**src/rtl/mem_arb_pkg.sv**
```systemverilog
// Shared types and constants for the unified-memory port arbiter.
// Round-robin arbitration is selected at build time with ARB_ROUND_ROBIN_EN.
package mem_arb_pkg;

    localparam int MEM_DEPTH = 64;
    localparam int ADR_W     = 8;
    localparam int WD_W      = 8;
    localparam int RD_W      = 14;

    typedef enum logic [1:0] {
        IDLE     = 2'd0,
        ACC_CPU  = 2'd1,
        ACC_HOST = 2'd2,
        RSP      = 2'd3
    } arb_state_t;

    typedef enum logic {
        CPU  = 1'b0,
        HOST = 1'b1
    } arb_owner_t;

endpackage

```
**src/rtl/arb_pick.sv**
```systemverilog
// Combinational winner selection between CPU (bit 0) and host (bit 1).
// ARB_ROUND_ROBIN_EN selects round-robin; otherwise host has fixed priority.
module arb_pick
    import mem_arb_pkg::*;
(
    input  logic [1:0] req_m,
    input  arb_owner_t last_grant,
    input  logic       host_lock,
    input  logic       locked,
    output logic [1:0] gnt,
    output logic       gnt_valid
);

    logic hold_s;

    assign hold_s = host_lock & locked;

`ifndef ARB_ROUND_ROBIN_EN
    logic unused_last_grant_s;
    assign unused_last_grant_s = (last_grant == HOST);
`endif

    // Winner decode; a held lock blocks the CPU even while the host is idle.
    always_comb begin
        gnt = 2'b00;
        if (hold_s) begin
            gnt = {req_m[1], 1'b0};
        end else begin
`ifdef ARB_ROUND_ROBIN_EN
            if (req_m == 2'b11) begin
                gnt = (last_grant == HOST) ? 2'b01 : 2'b10;
            end else begin
                gnt = req_m;
            end
`else
            if (req_m[1]) begin
                gnt = 2'b10;
            end else begin
                gnt = req_m;
            end
`endif
        end
        gnt_valid = |gnt;
    end

endmodule

```
**src/rtl/mem_port_arbiter.sv**
```systemverilog
// Shares the single-port 64x14 unified memory between the CPU control unit and the host port.
// Build option: ARB_ROUND_ROBIN_EN (see arb_pick).
module mem_port_arbiter
    import mem_arb_pkg::*;
#(
    parameter int DEPTH = MEM_DEPTH,
    parameter int AW    = ADR_W,
    parameter int DW    = WD_W,
    parameter int RW    = RD_W
) (
    input  logic          clk,
    input  logic          reset,
    input  logic          cpu_req,
    input  logic          cpu_we,
    input  logic [AW-1:0] cpu_adr,
    input  logic [DW-1:0] cpu_wd,
    output logic          cpu_ack,
    input  logic          host_req,
    input  logic          host_we,
    input  logic [AW-1:0] host_adr,
    input  logic [DW-1:0] host_wd,
    output logic          host_ack,
    input  logic          host_lock,
    output logic [RW-1:0] rdata,
    output logic          err,
    output logic [AW-1:0] mem_adr,
    output logic          mem_we,
    output logic [DW-1:0] mem_wd,
    input  logic [RW-1:0] mem_rd
);

    arb_state_t    state_r, state_n_s;
    arb_owner_t    owner_r, last_grant_r, winner_s;
    logic          lat_we_r;
    logic [AW-1:0] lat_adr_r;
    logic [DW-1:0] lat_wd_r;
    logic          cpu_ack_r, host_ack_r, err_r;
    logic [RW-1:0] rdata_r;
    logic [1:0]    req_m_s, gnt_s;
    logic          gnt_valid_s, locked_s, acc_s, in_range_s;

    assign acc_s      = (state_r == ACC_CPU) || (state_r == ACC_HOST);
    assign in_range_s = ({{(32-AW){1'b0}}, lat_adr_r} < DEPTH);
    assign locked_s   = (last_grant_r == HOST);
    assign winner_s   = gnt_s[1] ? HOST : CPU;

    // Memory side is driven only from latched fields and the state register.
    assign mem_adr  = lat_adr_r;
    assign mem_wd   = lat_wd_r;
    assign mem_we   = acc_s & lat_we_r & in_range_s;
    assign cpu_ack  = cpu_ack_r;
    assign host_ack = host_ack_r;
    assign err      = err_r;
    assign rdata    = rdata_r;

    // Requests eligible for the pick; the finishing owner is still releasing its req in RSP.
    always_comb begin
        req_m_s = 2'b00;
        case (state_r)
            IDLE: req_m_s = {host_req, cpu_req};
            RSP: begin
                if (owner_r == HOST) begin
                    req_m_s = {1'b0, cpu_req};
                end else begin
                    req_m_s = {host_req, 1'b0};
                end
            end
            default: req_m_s = 2'b00;
        endcase
    end

    arb_pick u_pick (
        .req_m      (req_m_s),
        .last_grant (last_grant_r),
        .host_lock  (host_lock),
        .locked     (locked_s),
        .gnt        (gnt_s),
        .gnt_valid  (gnt_valid_s)
    );

    // Next-state decode.
    always_comb begin
        state_n_s = state_r;
        case (state_r)
            IDLE, RSP: begin
                if (gnt_valid_s) begin
                    state_n_s = gnt_s[1] ? ACC_HOST : ACC_CPU;
                end else begin
                    state_n_s = IDLE;
                end
            end
            ACC_CPU, ACC_HOST: state_n_s = RSP;
            default: state_n_s = IDLE;
        endcase
    end

    // State, request latch, read word and completion pulses.
    always_ff @(posedge clk or posedge reset) begin
        if (reset) begin
            state_r      <= IDLE;
            owner_r      <= CPU;
            last_grant_r <= HOST;
            lat_we_r     <= 1'b0;
            lat_adr_r    <= {AW{1'b0}};
            lat_wd_r     <= {DW{1'b0}};
            cpu_ack_r    <= 1'b0;
            host_ack_r   <= 1'b0;
            err_r        <= 1'b0;
            rdata_r      <= {RW{1'b0}};
        end else begin
            state_r <= state_n_s;
            if (gnt_valid_s) begin
                owner_r      <= winner_s;
                last_grant_r <= winner_s;
                lat_we_r     <= gnt_s[1] ? host_we  : cpu_we;
                lat_adr_r    <= gnt_s[1] ? host_adr : cpu_adr;
                lat_wd_r     <= gnt_s[1] ? host_wd  : cpu_wd;
            end
            cpu_ack_r  <= (state_r == ACC_CPU);
            host_ack_r <= (state_r == ACC_HOST);
            err_r      <= acc_s & ~in_range_s;
            if (acc_s) begin
                rdata_r <= in_range_s ? mem_rd : {RW{1'b0}};
            end
        end
    end

endmodule

```
**config.mk**
```make
export PLATFORM = sky130hd
export DESIGN_NAME = mem_port_arbiter
export DESIGN_NICKNAME = d
export VERILOG_FILES = /design/src/rtl/mem_arb_pkg.sv /design/src/rtl/arb_pick.sv /design/src/rtl/mem_port_arbiter.sv
export SDC_FILE = /design/constraint.sdc
export NUM_CORES = 1
export LEC_CHECK = 0
export ABC_AREA = 0
export BUFFER_PORTS_ARGS = -buffer_cell sky130_fd_sc_hd__buf_2
export CAP_MARGIN = 20
export CORE_MARGIN = 3
export CORE_UTILIZATION = 45
export CTS_CLUSTER_DIAMETER = 40
export DETAILED_ROUTE_END_ITERATION = 10
export PLACE_DENSITY_LB_ADDON = 0.12
export SKIP_CTS_REPAIR_TIMING = 1
export SLEW_MARGIN = 25
export SYNTH_ARGS = -nofsm -noshare
export SYNTH_HDL_FRONTEND = slang
export SYNTH_SLANG_ARGS = --single-unit
export TNS_END_PERCENT = 5
```
**constraint.sdc**
```tcl
create_clock -name clk -period 3.9 [get_ports clk]
set_input_delay 0.585 -clock clk [delete_from_list [all_inputs] [get_ports clk]]
set_output_delay 0.585 -clock clk [all_outputs]
set_load 0.01 [all_outputs]
```
==> results.py, run 1 <==
metrics = {
    "cts": {
        "cts_num_sinks": 38,
        "cts_tree": "yes",
        "cts.clk_slew.worst_paths_ns": 0.07,
        "cts_htree_levels": 2,
        "cts_made_buffers": 5,
        "clock_latency_ns": 0.28,
        "cts.path.max_buffers": 2,
        "root_buffer": "clkbuf_8",
    },
    "floorplan": {
        "dieArea_sq_um": 4960,
        "rows": 22,
        "coreArea_sq_um": 3830,
        "pin_count": 87,
        "dieWidth_um": 70.4,
        "start_util_pct": 48.8,
        "die_h_um": 70.4,
    },
    "critical_path": {
        "r2r_slack_ns": 1.23,
        "critPathTopFamily": "simple AND/OR/NAND/NOR gates",
        "timing.rr.end": "rdata[4]$_DFFE_PP0N_",
        "crit_cells": 5,
        "path_buf_inv": 2,
        "cp_cell_sequence": "inv_1, ha_1, inv_2, nor3_2, a22o_1",
        "crit_type": "reg2reg",
        "worstPathMaxFanout": 35,
        "startpoint": "state_r[0]$_DFF_PP0_",
        "critPathMaxStageDelay_ns": 0.74,
        "crit_path_top_delay_cell": "nor3_2",
        "critical_path_required_ns": 4.12,
        "timing.rr.start": "state_r[0]$_DFF_PP0_",
        "start_kind": "flop",
        "cp-end-kind": "flop",
        "r2r_cells": 5,
        "cp.arrival_ns": 2.89,
    },
    "cells_and_area": {
        "drive_gt1_share_pct": 42.9,
        "final_core_util_pct": 61.5,
        "n_fill_cell": 321,
        "finalInstanceArea_sq_um": 2350,
        "diodes": 0,
        "synthToLayoutAreaGrowth_pct": 26.0,
        "final_net_count": 296,
    },
    "global_routing": {
        "antenna_found_initial": 0,
        "grt_overflow": 0,
        "grt_pass1_wl_um": 7690,
        "grt_max_degree": 36,
        "grt_usage_pct": 19.0,
        "grt_pass1_vias": 1672,
    },
    "placed_design": {
        "gp_congestion": 0.817,
        "port_buffers": 86,
        "hpwl_um": 3290,
        "placed_area_sq_um": 2240,
    },
    "synth": {
        "async_flop_share_pct": 100,
        "synth.cell_area_sq_um": 1870,
        "ys_types": 28,
        "synth_common_cells": "dfrtp_1 (37), a211oi_1 (17), a31oi_1 (17), nand4_1 (17), o31ai_1 (17)",
        "synth_seq_area_share_pct": 51.0,
        "synth_top_flop_cell": "dfrtp_1",
        "synthXorXnorAreaFrac_pct": 0,
        "synth_top_area_share_pct": 49.6,
        "synth_compound_area_share_pct": 30.7,
        "synth_top_area_cell": "dfrtp_1",
        "yosysMostFrequentCell": "dfrtp_1",
        "synth_area_leaders": "dfrtp_1 (50%), a211oi_1 (6.8%), o31ai_1 (6.8%)",
        "ys_seq_elements": 38,
        "synthCells": 164,
        "synth_top_family_by_area": "compound AO/OA/AOI/OAI gates",
        "synth_edf_count": 0,
        "postSynthAreaPerCell_sq_um": 11.4,
        "synth-simple-area-share_pct": 8.10,
        "syn-num-nets": 221,
        "muxShareOfSynthArea_pct": 0,
        "yosys.area_share.adder_pct": 2.68,
        "synth_warnings": 0,
    },
    "timing": {
        "rsz0062_at_grt": "no",
        "worstMarginPinSlew_ns": 0.853,
        "hold_viol_final": 0,
        "fin_crit_sh_pct": 68.5,
        "maxSlewViolCount": 0,
        "finalSetupViolCount": 0,
        "relSlewSlack_pct": 43.1,
        "finalSetupTns_ns": 0,
        "fmax_mhz": 374,
        "finalCriticalPeriod_ns": 2.67,
        "clock_skew_ns": 0.00420,
    },
    "min_path": {
        "hold_class": "in2async",
    },
    "drt": {
        "route.vias.total": 1703,
        "ant_nets": 0,
        "drt_iter0_markers": 144,
        "drt-wirelength-per-cell_um": 16.8,
        "via_per_inst": 5.91,
        "drt-pass1-iter-count": 4,
        "drt-total-wl_um": 4840,
        "drc": 0,
    },
    "power_and_ir_drop": {
        "pwr-share-clk_pct": 15.6,
        "pwr-share-seq_pct": 33.4,
        "power_density_nw_per_um2": 850,
        "p_comb_share_pct": 51.0,
        "power_leakage_nw": 1.13,
        "p_sw_share_pct": 44.7,
        "switchingPower_uw": 894,
        "intPower_mw": 1.11,
        "peakVddDrop_v": 0.000396,
    },
    "job": {
        "cap_violations": 0,
    },
    "run_status": {
        "outcome": "finished, final reports clean",
    },
}
==> flip-flops by register name (all words and copies together) (netlist names) <==
register and flops:
rdata 14, mem_adr 8, mem_wd 8, state_r 2, cpu_ack 1, err 1
host_ack 1, last_grant_r 1, lat_we_r 1, owner_r 1
==> routing by layer <==
layer / routed length (um) / vias up / GRT usage (%) / part of all wire, %
met2: 2360 / 89 / 30.9 / 49
met3: 366 / 5 / 4.03 / 7.6
met1: 2080 / 807 / 25.4 / 43
li1: - / 802 / - / -
met4: 37 / 0 / 5.96 / 0.76
met5: 0 / - / 0 / 0
==> power groups by stage <==
stage / combinational [mW] / sequential [mW] / clock (mW)
6_report: 1.02 / 0.668 / 0.312
2_1_floorplan: 0.729 / 0.723 / 0
5_1_grt: 1.12 / 0.687 / 0.330
3_5_place_dp: 1.02 / 0.671 / 0
4_1_cts: 1.02 / 0.666 / 0.314
3_3_place_gp: 1.01 / 0.670 / 0
==> cells in the final DEF (no fill, tap or decap), types with 3 or more instances in the layout <==
| cell type | n |
|---|---|
| o31ai_1 | 17 |
| a22o_1 | 14 |
| a211oi_1 | 17 |
| inv_1 | 3 |
| dfrtp_1 | 37 |
| a31oi_1 | 17 |
| nand4_1 | 17 |
| buf_2 | 86 |
| ha_1 | 4 |
| clkbuf_8 | 8 |
==> per-stage QoR <==
step | setup WS [ns] | std cells | hold WS (ns) | power, mW
floorplan | 2.03 | 164 | 0.512 | 1.45
finish | 1.23 | 288 | 0.370 | 2.00
global route | 0.986 | 288 | 0.424 | 2.14
detailed placement | 1.23 | 280 | 0.492 | 1.69
global placement | 1.30 | 280 | 0.487 | 1.68
CTS | 1.23 | 288 | 0.387 | 2.00
==> cells by family after synthesis <==
group / after synthesis
buf+inv: 24
flops: 38
compound gates: 73
fa+ha+maj: 4
simple gates: 25
==> area by class of cell <==
type	count	area (sq um)	area share, %
flip-flops and latches	38	952	40.5
repair buffers	87	438	18.6
clock buffers	8	110	4.68
well taps	48	60.1	2.55
inverters	5	18.8	0.797
multi-input cells	102	774	32.9
==> worst max path at each step <==
stage / to / slack [ns]
2_1_floorplan: mem_we / 2.03
3_3_place_gp: rdata[13]$_DFFE_PP0N_ / 1.30
3_5_place_dp: rdata[4]$_DFFE_PP0N_ / 1.23
4_1_cts: rdata[4]$_DFFE_PP0N_ / 1.23
5_1_grt: rdata[4]$_DFFE_PP0N_ / 0.99
6_report: rdata[4]$_DFFE_PP0N_ / 1.23
No activity file was read; power rests on OpenSTA's default activity.
==> inputs of run 2 (changes only) <==
Settings changed: CORE_UTILIZATION 45 to 42.
Clock period 3.9 ns to 2.4 ns, I/O delays scaled along.
==> results.py, run 2 (synthesis gave the netlist of run 1 again) <==
metrics = {
    "run_status": {
        "outcome": "finished, final reports clean",
    },
    "floorplan": {
        "rows": 23,
        "start_util_pct": 45.1,
        "dieArea_sq_um": 5280,
        "coreArea_sq_um": 4140,
        "dieWidth_um": 72.7,
        "pin_count": 87,
        "die_h_um": 72.7,
    },
    "cts": {
        "cts_made_buffers": 5,
        "root_buffer": "clkbuf_8",
        "cts_htree_levels": 2,
        "cts.path.max_buffers": 2,
        "cts_tree": "yes",
        "clock_latency_ns": 0.28,
        "cts.clk_slew.worst_paths_ns": 0.07,
        "cts_num_sinks": 38,
    },
    "drt": {
        "ant_nets": 0,
        "drt-total-wl_um": 4960,
        "drc": 0,
        "drt-wirelength-per-cell_um": 16.8,
        "drt_iter0_markers": 117,
        "via_per_inst": 5.97,
        "route.vias.total": 1762,
        "drt-pass1-iter-count": 5,
    },
    "power_and_ir_drop": {
        "power_leakage_nw": 1.15,
        "pwr-share-seq_pct": 31.8,
        "power_density_nw_per_um2": 1410,
        "peakVddDrop_v": 0.000561,
        "p_total_mw": 3.39,
        "p_sw_share_pct": 43.6,
        "intPower_mw": 1.91,
        "p_comb_share_pct": 52.2,
        "pwr-share-clk_pct": 16.0,
        "switchingPower_mw": 1.48,
    },
    "global_routing": {
        "grt_max_degree": 39,
        "grt_usage_pct": 19.0,
        "grt_pass1_wl_um": 7850,
        "antenna_found_initial": 0,
        "grt_overflow": 0,
        "grt_pass1_vias": 1658,
    },
    "critical_path": {
        "critical_path_required_ns": 2.04,
        "cp.arrival_ns": 1.57,
        "worstPathMaxFanout": 20,
        "cp-end-kind": "primary output",
        "start_kind": "flop",
        "crit_type": "reg2out",
    },
    "timing": {
        "relSlewSlack_pct": 43.9,
        "fin_crit_sh_pct": 80.6,
        "fmax_mhz": 517,
        "clock_skew_ns": 0.00428,
        "hold_viol_final": 0,
        "worstMarginPinSlew_ns": 0.842,
        "finalCriticalPeriod_ns": 1.93,
        "maxSlewViolCount": 0,
        "finalSetupTns_ns": 0,
        "finalSetupViolCount": 0,
        "rsz0062_at_grt": "no",
    },
    "cells_and_area": {
        "drive_gt1_share_pct": 43.7,
        "synthToLayoutAreaGrowth_pct": 28.7,
        "final_cell_mix": "buf_2 (86), dfrtp_1 (37)",
        "final_net_count": 302,
        "diodes": 0,
        "mostFrequentLayoutCell": "buf_2",
        "largest_register_ffs": 14,
    },
    "placed_design": {
        "port_buffers": 86,
        "hpwl_um": 3370,
        "gp_congestion": 0.774,
    },
    "job": {
        "cap_violations": 0,
    },
    "min_path": {
        "hold_class": "in2async",
    },
}
[run 2: cell count changes in the layout (fill, tap and decap cells not counted)]
cell | previous run | this run
buf_4 | 1 | 7
clkbuf_8 | 8 | 6
bufinv_16 | 0 | 1
inv_1 | 3 | 4
inv_2 | 2 | 1
[run 2: through the flow]
step	hold WS [ns]	area, sq um	std cells	util (%)	setup WS (ns)
2_1_floorplan	0.488	1870	164	-	0.757
3_3_place_gp	0.484	2290	288	55.3	0.563
3_5_place_dp	0.493	2290	288	55.3	0.510
4_1_cts	0.200	2400	295	58.0	0.458
5_1_grt	0.225	2400	295	58.0	0.333
6_report	0.181	2400	295	58.0	0.466
[run 2: layer usage]
metal / vias up / share of wire, % / GRT usage (%)
met1: 842 / 42 / 24.6
met3: 11 / 9.0 / 5.23
met5: - / 0 / 0
li1: 817 / - / -
met4: 0 / 2.0 / 7.58
met2: 92 / 47 / 30.3
[run 2: area by class of cell]
class	count	area, sq um
fill	381	1740
sequential	38	952
multi-input combinational	102	774
timing repair buffer	93	483
clock buffer	6	82.6
tap	50	62.6
clock inverter	1	30.0
inverter	5	18.8
[run 2: path summary, 6_finish.rpt]
check	startpoint	end	slack [ns]	cells past startpoint
max in group asynchronous	reset	last_grant_r$_DFFE_PP1P_	1.86	3
worst min register to register	rdata[3]$_DFFE_PP0N_	rdata[3]$_DFFE_PP0N_	0.50	1
worst min-delay path	reset	mem_wd[4]$_DFFE_PP0P_	0.18	3
min in group clk	mem_rd[12]	rdata[12]$_DFFE_PP0N_	0.30	2
worst max register to register	state_r[0]$_DFF_PP0_	rdata[12]$_DFFE_PP0N_	0.51	7
worst max-delay path	state_r[0]$_DFF_PP0_	mem_we	0.47	5
[run 2: power groups by stage]
stage / Sequential [mW] / Combinational, mW / Clock [mW]
4_1_cts: 1.08 / 1.77 / 0.558
3_3_place_gp: 1.09 / 1.74 / 0
5_1_grt: 1.11 / 1.95 / 0.583
6_report: 1.08 / 1.77 / 0.543
3_5_place_dp: 1.09 / 1.77 / 0
2_1_floorplan: 1.18 / 1.18 / 0
[run 2: worst max-delay path, stage by stage, from the launching register on]
cell and delay [ns]:
dfrtp_1 0.38, inv_1 0.07, ha_1 0.29, buf_4 0.24, and3_1 0.18, buf_2 0.13
==> inputs of run 3 (changes only) <==
Settings changed: CORE_UTILIZATION 42 to 45.
Clock period 2.4 ns to 2 ns, I/O delays scaled along.
==> results.py, run 3 (synthesis gave the netlist of run 1 again) <==
metrics = {
    "run_status": {
        "outcome": "finished, final reports clean",
    },
    "floorplan": {
        "rows": 22,
        "coreArea_sq_um": 3830,
        "die_h_um": 70.4,
        "dieArea_sq_um": 4960,
        "pin_count": 87,
        "dieWidth_um": 70.4,
        "start_util_pct": 48.8,
    },
    "global_routing": {
        "grt_usage_pct": 19.9,
        "grt_max_degree": 22,
        "grt_overflow": 0,
        "antenna_found_initial": 0,
        "grt_pass1_vias": 1690,
        "grt_pass1_wl_um": 7960,
    },
    "critical_path": {
        "crit_path_top_delay_cell": "dfrtp_1",
        "worstPathMaxFanout": 9,
        "timing.rr.start": "state_r[0]$_DFF_PP0_",
        "cp_cell_sequence": "inv_1, ha_1, buf_4, and3_1, buf_2",
        "path_buf_inv": 3,
        "r2r_cells": 5,
        "r2r_slack_ns": 0.25,
        "critPathMaxStageDelay_ns": 0.38,
        "timing.rr.end": "mem_adr[3]$_DFFE_PP0P_",
        "critPathTopFamily": "buffers and inverters",
        "cp-end-kind": "primary output",
        "critical_path_required_ns": 1.70,
        "cp.arrival_ns": 1.57,
        "start_kind": "flop",
        "crit_type": "reg2out",
    },
    "cts": {
        "root_buffer": "clkbuf_8",
        "cts_htree_levels": 2,
        "cts_num_sinks": 38,
        "cts_tree": "yes",
        "cts_made_buffers": 5,
        "cts.clk_slew.worst_paths_ns": 0.07,
        "cts.path.max_buffers": 2,
        "clock_latency_ns": 0.28,
    },
    "placed_design": {
        "dp_slack_ns": 0.250,
        "port_buffers": 86,
        "gp_congestion": 0.845,
        "hpwl_um": 3400,
    },
    "timing": {
        "finalSetupViolCount": 0,
        "finalCriticalPeriod_ns": 1.87,
        "finalSetupTns_ns": 0,
        "maxSlewViolCount": 0,
        "hold_viol_final": 0,
        "clock_skew_ns": 0.00791,
        "worstMarginPinSlew_ns": 0.839,
        "fin_crit_sh_pct": 93.6,
        "relSlewSlack_pct": 44.1,
        "rsz0062_at_grt": "no",
        "fmax_mhz": 534,
        "layout_setup_ws_ns": 0.128,
        "hold_ws_ns": 0.0499,
    },
    "drt": {
        "drt-wirelength-per-cell_um": 16.1,
        "drc": 0,
        "via_per_inst": 5.68,
        "ant_nets": 0,
        "drt-total-wl_um": 4780,
        "route.vias.total": 1686,
        "drt_iter0_markers": 100,
        "drt-pass1-iter-count": 4,
    },
    "min_path": {
        "hold_class": "in2async",
    },
    "power_and_ir_drop": {
        "power_leakage_nw": 1.18,
        "peakVddDrop_v": 0.000918,
        "power_density_nw_per_um2": 1710,
    },
    "job": {
        "cap_violations": 0,
    },
    "cells_and_area": {
        "n_fill_cell": 308,
        "largest_register_ffs": 14,
        "drive_gt1_share_pct": 44.6,
        "diodes": 0,
        "mostFrequentLayoutCell": "buf_2",
        "multi_input_area_sq_um": 774,
        "final_cell_mix": "buf_2 (86), dfrtp_1 (37)",
        "regArea_sq_um": 952,
        "final_net_count": 306,
        "synthToLayoutAreaGrowth_pct": 30.8,
    },
}
==> run 3: metal layers <==
metal	routed length [um]	global-route usage, %	up-vias	part of all wire (%)
met1	2090	27.3	786	44
met3	350	3.60	7	7.3
met2	2270	31.2	75	48
met4	60	7.45	0	1.3
met5	0	0	-	0
li1	-	-	818	-
==> run 3: tightest hold or removal path: stages <==
cell	delay (ns)
buf_2	0.10
inv_1	0.06
buf_4	0.24
==> run 3: worst max path at each step <==
| stage | from | cells after the start | slack (ns) | endpoint |
|---|---|---|---|---|
| CTS | state_r[0]$_DFF_PP0_ | 5 | 0.11 | mem_we |
| global route | state_r[0]$_DFF_PP0_ | 5 | 0.02 | mem_we |
| global placement | state_r[0]$_DFF_PP0_ | 4 | 0.29 | mem_adr[3]$_DFFE_PP0P_ |
| finish | state_r[1]$_DFF_PP0_ | 5 | 0.13 | mem_we |
| detailed placement | state_r[0]$_DFF_PP0_ | 5 | 0.25 | mem_adr[2]$_DFFE_PP0P_ |
| floorplan | state_r[0]$_DFF_PP0_ | 7 | 0.39 | state_r[0]$_DFF_PP0_ |
==> run 3: per-stage QoR <==
stage	util [%]	instance area [sq um]	std cells	power, mW
finish	63.9	2440	297	4.19
global route	63.9	2440	297	4.52
CTS	63.9	2440	297	4.21
detailed placement	60.9	2330	290	3.55
global placement	60.9	2330	290	3.54
floorplan	-	1870	164	2.83
==> run 3: power breakdown <==
group,internal [mW],switching [mW],leakage (nW)
Clock,0.399,0.252,0.0573
Combinational,0.906,1.35,0.652
Sequential,1.11,0.183,0.468
Total,2.41,1.78,1.18
==> run 3: area by class of cell <==
type	instances	share of cell area (%)
flip-flops and latches	38	39.0
multi-input cells	102	31.7
clock buffers	6	3.38
repair buffers	97	21.5
clock inverters	1	1.23
inverters	5	0.768
well taps	48	2.46
